===== config.mk =====
export PLATFORM = sky130hd
export DESIGN_NAME = reset_sequencer
export DESIGN_NICKNAME = d
export VERILOG_FILES = /design/src/rtl/reset_sequencer_pkg.sv /design/src/rtl/reset_sync_cell.sv /design/src/rtl/reset_sequencer.sv
export SDC_FILE = /design/constraint.sdc
export NUM_CORES = 1
export LEC_CHECK = 0
export CAP_MARGIN = 25
export CORE_MARGIN = 8
export CORE_UTILIZATION = 23
export DETAILED_ROUTE_END_ITERATION = 12
export PLACE_DENSITY_LB_ADDON = 0.25
export SLEW_MARGIN = 20
export SYNTH_ARGS = -nofsm -noshare
export SYNTH_HDL_FRONTEND = slang
export SYNTH_SLANG_ARGS = --single-unit

===== constraint.sdc =====
create_clock -name i_aclk -period 1.7 [get_ports i_aclk]
set_input_delay 0.51 -clock i_aclk [delete_from_list [all_inputs] [get_ports i_aclk]]
set_output_delay 0.51 -clock i_aclk [all_outputs]
set_load 0.02 [all_outputs]

===== src/rtl/reset_sequencer_pkg.sv =====
`default_nettype none
// ============================================================================
//  Module   : reset_sequencer_pkg
//  Purpose  : Shared types and constants for the reset sequencer.
//             Holds the sequencer state encoding and the bit positions of
//             the optional reset-cause record.
//  Revision : 1.0  initial release
// ============================================================================
package reset_sequencer_pkg;

    // Sequencer states. The encoding is fixed so that debug taps and
    // status readback tools can decode it directly.
    typedef enum logic [1:0] {
        ASSERT  = 2'd0,
        RELEASE = 2'd1,
        RUN     = 2'd2
    } seq_state_e;

    // Reset-cause record layout (one bit per source).
    localparam int CAUSE_W     = 3;
    localparam int CAUSE_BOARD = 0;
    localparam int CAUSE_EXT   = 1;
    localparam int CAUSE_SW    = 2;

    // Value of the cause record after a board reset.
    localparam logic [CAUSE_W-1:0] CAUSE_BOARD_ONLY = CAUSE_W'(1) << CAUSE_BOARD;

endpackage : reset_sequencer_pkg
`default_nettype wire


===== src/rtl/reset_sync_cell.sv =====
`default_nettype none
// ============================================================================
//  Module   : reset_sync_cell
//  Purpose  : Multi-flop synchronizer with an asynchronous clear.
//             i_rst_n low forces every stage to RESET_LEVEL immediately;
//             i_d is then shifted through STAGES flops on i_clk.
//             With i_d tied to the inactive level and RESET_LEVEL at the
//             active level this is an async-assert / sync-deassert reset
//             bridge; with i_d driven by a signal it is a level
//             synchronizer that is cleared by the board reset.
//  Ports    : i_clk    - destination clock
//             i_rst_n  - asynchronous active-low clear
//             i_d      - asynchronous input level
//             o_q      - synchronized level
//  Revision : 1.0  initial release
// ============================================================================
module reset_sync_cell #(
    parameter int STAGES      = 2,
    parameter bit RESET_LEVEL = 1'b0
) (
    input  logic i_clk,
    input  logic i_rst_n,
    input  logic i_d,
    output logic o_q
);

    logic [STAGES-1:0] r_sync;

    always_ff @(posedge i_clk or negedge i_rst_n) begin
        if (!i_rst_n) begin
            r_sync <= {STAGES{RESET_LEVEL}};
        end else begin
            r_sync <= {r_sync[STAGES-2:0], i_d};
        end
    end

    assign o_q = r_sync[STAGES-1];

endmodule : reset_sync_cell
`default_nettype wire


===== src/rtl/reset_sequencer.sv =====
`default_nettype none
// ============================================================================
//  Module   : reset_sequencer
//  Purpose  : Multi-channel reset generator. Merges the board reset, an
//             external asynchronous reset request and a software reset
//             pulse, holds all channel resets for HOLD_CYCLES clocks, then
//             releases the NUM_CH channels one at a time (bit 0 first)
//             with RELEASE_GAP clocks between releases.
//  Ports    : i_aclk       - clock
//             i_areset_n   - board reset, async assert, synchronized release
//             i_ext_reset  - external reset request, async, active high
//             i_sw_reset   - software reset pulse, i_aclk domain
//             o_areset_n   - per-channel active-low resets
//             o_busy       - sequence not yet complete
//             o_done       - all channels released
//             o_cause      - (RESET_SEQUENCER_CAUSE_EN only) one-hot record
//                            of the last reset source: bit0 board, bit1 ext,
//                            bit2 sw
//  Config   : define RESET_SEQUENCER_CAUSE_EN to add the o_cause output.
//  Revision : 1.0  initial release
// ============================================================================
module reset_sequencer
    import reset_sequencer_pkg::*;
#(
    parameter int NUM_CH      = 4,
    parameter int SYNC_STAGES = 2,
    parameter int HOLD_CYCLES = 16,
    parameter int RELEASE_GAP = 4
) (
    input  logic              i_aclk,
    input  logic              i_areset_n,
    input  logic              i_ext_reset,
    input  logic              i_sw_reset,
    output logic [NUM_CH-1:0] o_areset_n,
    output logic              o_busy,
    output logic              o_done
`ifdef RESET_SEQUENCER_CAUSE_EN
    ,
    output logic [CAUSE_W-1:0] o_cause
`endif
);

    localparam int HOLD_W = $clog2(HOLD_CYCLES + 1);
    localparam int GAP_W  = $clog2(RELEASE_GAP + 1);

    localparam logic [HOLD_W-1:0] c_hold_last = HOLD_W'(HOLD_CYCLES - 1);
    localparam logic [GAP_W-1:0]  c_gap_last  = GAP_W'(RELEASE_GAP - 1);

    // ------------------------------------------------------------------
    // Input synchronization
    // ------------------------------------------------------------------
    logic w_rst_sync_n;
    logic w_ext_sync;

    // Board reset bridge: asserts the internal reset as soon as
    // i_areset_n falls, releases it SYNC_STAGES edges after it rises.
    reset_sync_cell #(
        .STAGES      (SYNC_STAGES),
        .RESET_LEVEL (1'b0)
    ) u_areset_sync (
        .i_clk   (i_aclk),
        .i_rst_n (i_areset_n),
        .i_d     (1'b1),
        .o_q     (w_rst_sync_n)
    );

    // External request synchronizer. It is cleared by the board reset so
    // a stale request captured before power-up cannot outlive it.
    reset_sync_cell #(
        .STAGES      (SYNC_STAGES),
        .RESET_LEVEL (1'b0)
    ) u_ext_sync (
        .i_clk   (i_aclk),
        .i_rst_n (i_areset_n),
        .i_d     (i_ext_reset),
        .o_q     (w_ext_sync)
    );

    // The board source is handled by the asynchronous reset of the
    // sequencer registers; only ext and sw are seen in the clocked path.
    logic w_src_any;
    assign w_src_any = w_ext_sync | i_sw_reset;

    // ------------------------------------------------------------------
    // Sequencer state
    // ------------------------------------------------------------------
    seq_state_e        r_state;
    logic [HOLD_W-1:0] r_hold;
    logic [GAP_W-1:0]  r_gap;
    logic [NUM_CH-1:0] r_mask;
    logic              r_busy;
    logic              r_done;

    // Release mask after one more channel is let go. Channels are released
    // strictly from bit 0 upward, so the mask is always a thermometer code.
    logic [NUM_CH-1:0] w_next_mask;

    always_comb begin
        w_next_mask    = r_mask << 1;
        w_next_mask[0] = 1'b1;
    end

    always_ff @(posedge i_aclk or negedge w_rst_sync_n) begin
        if (!w_rst_sync_n) begin
            r_state <= ASSERT;
            r_hold  <= '0;
            r_gap   <= '0;
            r_mask  <= '0;
            r_busy  <= 1'b1;
            r_done  <= 1'b0;
        end else if (w_src_any) begin
            // Any source drops every channel together and restarts the
            // hold interval, regardless of the current state.
            r_state <= ASSERT;
            r_hold  <= '0;
            r_gap   <= '0;
            r_mask  <= '0;
            r_busy  <= 1'b1;
            r_done  <= 1'b0;
        end else begin
            unique case (r_state)
                ASSERT: begin
                    if (r_hold == c_hold_last) begin
                        r_hold <= '0;
                        r_gap  <= '0;
                        r_mask <= w_next_mask;
                        // A single-channel build finishes on the first release.
                        if (w_next_mask[NUM_CH-1]) begin
                            r_state <= RUN;
                            r_busy  <= 1'b0;
                            r_done  <= 1'b1;
                        end else begin
                            r_state <= RELEASE;
                        end
                    end else begin
                        r_hold <= r_hold + 1'b1;
                    end
                end

                RELEASE: begin
                    if (r_gap == c_gap_last) begin
                        r_gap  <= '0;
                        r_mask <= w_next_mask;
                        if (w_next_mask[NUM_CH-1]) begin
                            r_state <= RUN;
                            r_busy  <= 1'b0;
                            r_done  <= 1'b1;
                        end
                    end else begin
                        r_gap <= r_gap + 1'b1;
                    end
                end

                RUN: begin
                    r_mask <= '1;
                    r_busy <= 1'b0;
                    r_done <= 1'b1;
                end

                default: begin
                    r_state <= ASSERT;
                    r_hold  <= '0;
                    r_gap   <= '0;
                    r_mask  <= '0;
                    r_busy  <= 1'b1;
                    r_done  <= 1'b0;
                end
            endcase
        end
    end

    assign o_areset_n = r_mask;
    assign o_busy     = r_busy;
    assign o_done     = r_done;

`ifdef RESET_SEQUENCER_CAUSE_EN
    // ------------------------------------------------------------------
    // Reset cause record
    // ------------------------------------------------------------------
    logic [CAUSE_W-1:0] w_src_vec;
    logic [CAUSE_W-1:0] r_cause;

    always_comb begin
        w_src_vec              = '0;
        w_src_vec[CAUSE_EXT]   = w_ext_sync;
        w_src_vec[CAUSE_SW]    = i_sw_reset;
    end

    // Entering ASSERT from RELEASE/RUN replaces the record; sources that
    // arrive while already holding are accumulated so overlapping requests
    // are all visible.
    always_ff @(posedge i_aclk or negedge w_rst_sync_n) begin
        if (!w_rst_sync_n) begin
            r_cause <= CAUSE_BOARD_ONLY;
        end else if (w_src_any) begin
            if (r_state == ASSERT) begin
                r_cause <= r_cause | w_src_vec;
            end else begin
                r_cause <= w_src_vec;
            end
        end
    end

    assign o_cause = r_cause;
`endif

endmodule : reset_sequencer
`default_nettype wire


==> summary.txt <==
Status
  • Status: completed

Pwr
  • Clock Power Share: 37.6%
  • Pwr Density: 665 mW/mm²
  • VDD IR max: 0.000346 V
  • Power share of the combinational group: 3.9%
  • P_sw: 0.000178 W
  • Sequential share of power: 58.5%
  • Sw Share: 21.1%
  • Power Internal: 0.000668 W
  • Leak: 0.582 nW

Place
  • Port Buffer Count: 9
  • GP Congestion: 0.758
  • Dpl hpwl: 1480 µm
  • Placed cell count: 163

STA
  • Period utilization: 96.1%
  • Clk_skew: 0.00296 ns
  • Fmax: 612 MHz
  • Final setup vio count: 0
  • Max-slew headroom: 55.9%
  • Total negative slack: 0 ns
  • Worst Tran Pin Value: 0.661 ns
  • Crit path time final: 1.63 ns
  • Final Hold Fails: 0
  • Unrepaired setup endpoints after global routing: false
  • Final slew viol count: 0

GRT
  • Grt ovf: 0
  • Vias in the first global route: 803
  • Initial antenna violation count: 0
  • Global-route wire length before repair: 3420 µm
  • GRT Total Usage: 6.68%
  • Pin count of the biggest net entering global routing: 17

Critical path
  • Worst EP arrival: 1.12 ns
  • CP top delay family: flip-flops
  • Critical Path Source Type: register
  • CP max FO: 2
  • FF-to-FF setup slack: 0.11 ns
  • Critical path's slowest cell: dfstp_2
  • CP required: 1.19 ns
  • WS Path Type: register to primary output
  • Crit. End Element: primary output
  • Worst path cell trace: dlygate4sd2_1
  • Crit path largest cell delay: 0.53 ns
  • WP buf/inv: 1

Clock network
  • CTS hold repair buffers: 0
  • Max H-tree Level: 1
  • TritonCTS Buffers: 3
  • CTS tree: done
  • Clock Tree Buf Depth: 2
  • Clk_lat worst skew: 0.26 ns
  • Clock Pin Slew Worst Setup and Hold Paths: 0.07 ns
  • Clk sinks: 20
  • Clock root cell: clkbuf_8

Die
  • # rows: 24
  • Die H: 81.6 µm
  • Starting density of the core: 23.2%
  • Core footprint: 0.00426 mm²
  • Die area: 0.00667 mm²
  • Top Ports: 10
  • Chip Width: 81.6 µm

Finish
  • Final core occ: 29.8%
  • Area Growth Syn to Fin: 28.3%
  • NumNets Final: 128
  • Most frequent cells in the layout: dfrtp_1 (18), nand2_1 (14), a21oi_1 (10)
  • Commonest non-fill, non-tap cell in the layout: dfrtp_1
  • Share of cells above drive strength 1: 19.7%
  • Fill cells: 442
  • Ant diodes: 0
  • Post-route insts no fill: 169

Synthesis
  • Mapped Nets: 107
  • Mapped Area: 991 µm²
  • Sequential cell area fraction in the yosys report: 50.6%
  • Unique masters post-synth: 27
  • Post-synthesis cell count: 97
  • Yosys reg bits: 20
  • Yosys warns: 0
  • Avg Synthesized Cell Area: 10.2 µm²

Detailed routing
  • Vias/cell: 4.68
  • Routed WL: 2080 µm
  • Average wire per standard cell: 12.3 µm
  • Top routing layer in use: met4
  • 1st-iter DRT viols: 34
  • Drt drc: 0
  • Met2 routed WL: 1010 µm
  • Drt pass-1 iters: 4
  • Vias: 791
  • Met3 WL: 74 µm
  • M1 wire length: 937 µm
  • DRT antenna net count: 0

Job
  • Max-cap violations: 0

Hold path
  • Min-Delay Path Class: register to async pin
## flip-flops by register name, summed over array words and instances, names as in the netlist
signal                flops
o_areset_n                4
u_areset_sync.r_sync      2
u_ext_sync.r_sync         2
o_done                    1
r_hold                    5
o_busy                    1
r_state                   2
r_gap                     3
## stage by stage
stage / power, W / hold slack [ns] / setup WS (ns) / area (µm²)
floorplan: 0.000515 / 0.199 / 0.0441 / 991
global placement: 0.000534 / 0.289 / -0.172 / 1190
detailed placement: 0.000536 / 0.305 / -0.192 / 1190
CTS: 0.000858 / 0.306 / 0.0217 / 1230
global route: 0.000881 / 0.356 / 0.0106 / 1270
finish: 0.000846 / 0.275 / 0.0658 / 1270
## synth_stat cells (all sizes together)
cell type	count	area (µm²)
clkbuf	3	11.3
dfstp	1	26.3
nor2b	1	6.26
or4b	1	10.0
conb	1	3.75
a32o	1	10.0
dfrtp	19	475
nand4	1	6.26
or3	2	12.5
a22oi	1	21.3
inv	3	11.3
nor3b	1	7.51
nand3	3	15.0
nand2b	3	18.8
nand2	14	52.6
ha	6	75.1
nand4b	1	23.8
o21ai	5	25.0
a21oi	11	66.3
nor2	9	33.8
or2	1	6.26
a211oi	4	30.0
and4b	1	10.0
nor4b	1	8.76
a21o	2	15.0
a31o	1	8.76
## repair_timing
item	in CTS	in global routing
setup buffers	0	1
resized for setup	6	5
pin swaps	1	2
cloned	0	1
setup endpoints to repair	7	4
## path summary, 6_finish.rpt
path / from / end / cells after the start
worst min-delay path: u_areset_sync.r_sync[1] / r_gap[2] / 0
max in group asynchronous: u_areset_sync.r_sync[1] / r_hold[0] / 0
worst max register to register: r_hold[1] / r_gap[0] / 5
worst max-delay path: o_busy / o_busy / 1
worst min register to register: u_areset_sync.r_sync[1] / r_gap[2] / 0
min in group i_aclk: u_ext_sync.r_sync[0] / u_ext_sync.r_sync[1] / 0
## layout make-up
cell class	instances	area [µm²]	area share (%)
clock buffer	4	45.0	3.54
inverter	3	11.3	0.886
multi-input combinational	72	497	39.1
sequential	20	503	39.6
tap	52	65.1	5.12
timing repair buffer	18	150	11.8
## cells by family (layout without fill, tap and decap cells)
family,Yosys count,count (layout),synth area share [%]
compound gates,25,26,17.8
fa+ha+maj,6,6,7.58
simple gates,39,39,21.3
other cells,1,1,0.378
flops,20,20,50.6
buf+inv,6,25,2.27
## per-layer routing
| metal | global-route usage (%) | vias to the layer above |
|---|---|---|
| met5 | 0 | - |
| met4 | 4.74 | 0 |
| met3 | 1.75 | 5 |
| met2 | 11.1 | 14 |
| met1 | 7.32 | 390 |
| li1 | - | 382 |
## power by group through the flow
stage          Sequential [W]  Combinational (W)  Clock (W)
2_1_floorplan        0.000500          0.0000154          0
3_3_place_gp         0.000503          0.0000315          0
3_5_place_dp         0.000503          0.0000329          0
4_1_cts              0.000494          0.0000329   0.000331
5_1_grt              0.000497          0.0000374   0.000347
6_report             0.000495          0.0000332   0.000318
Note: power is estimated with default switching activity, not from simulation.
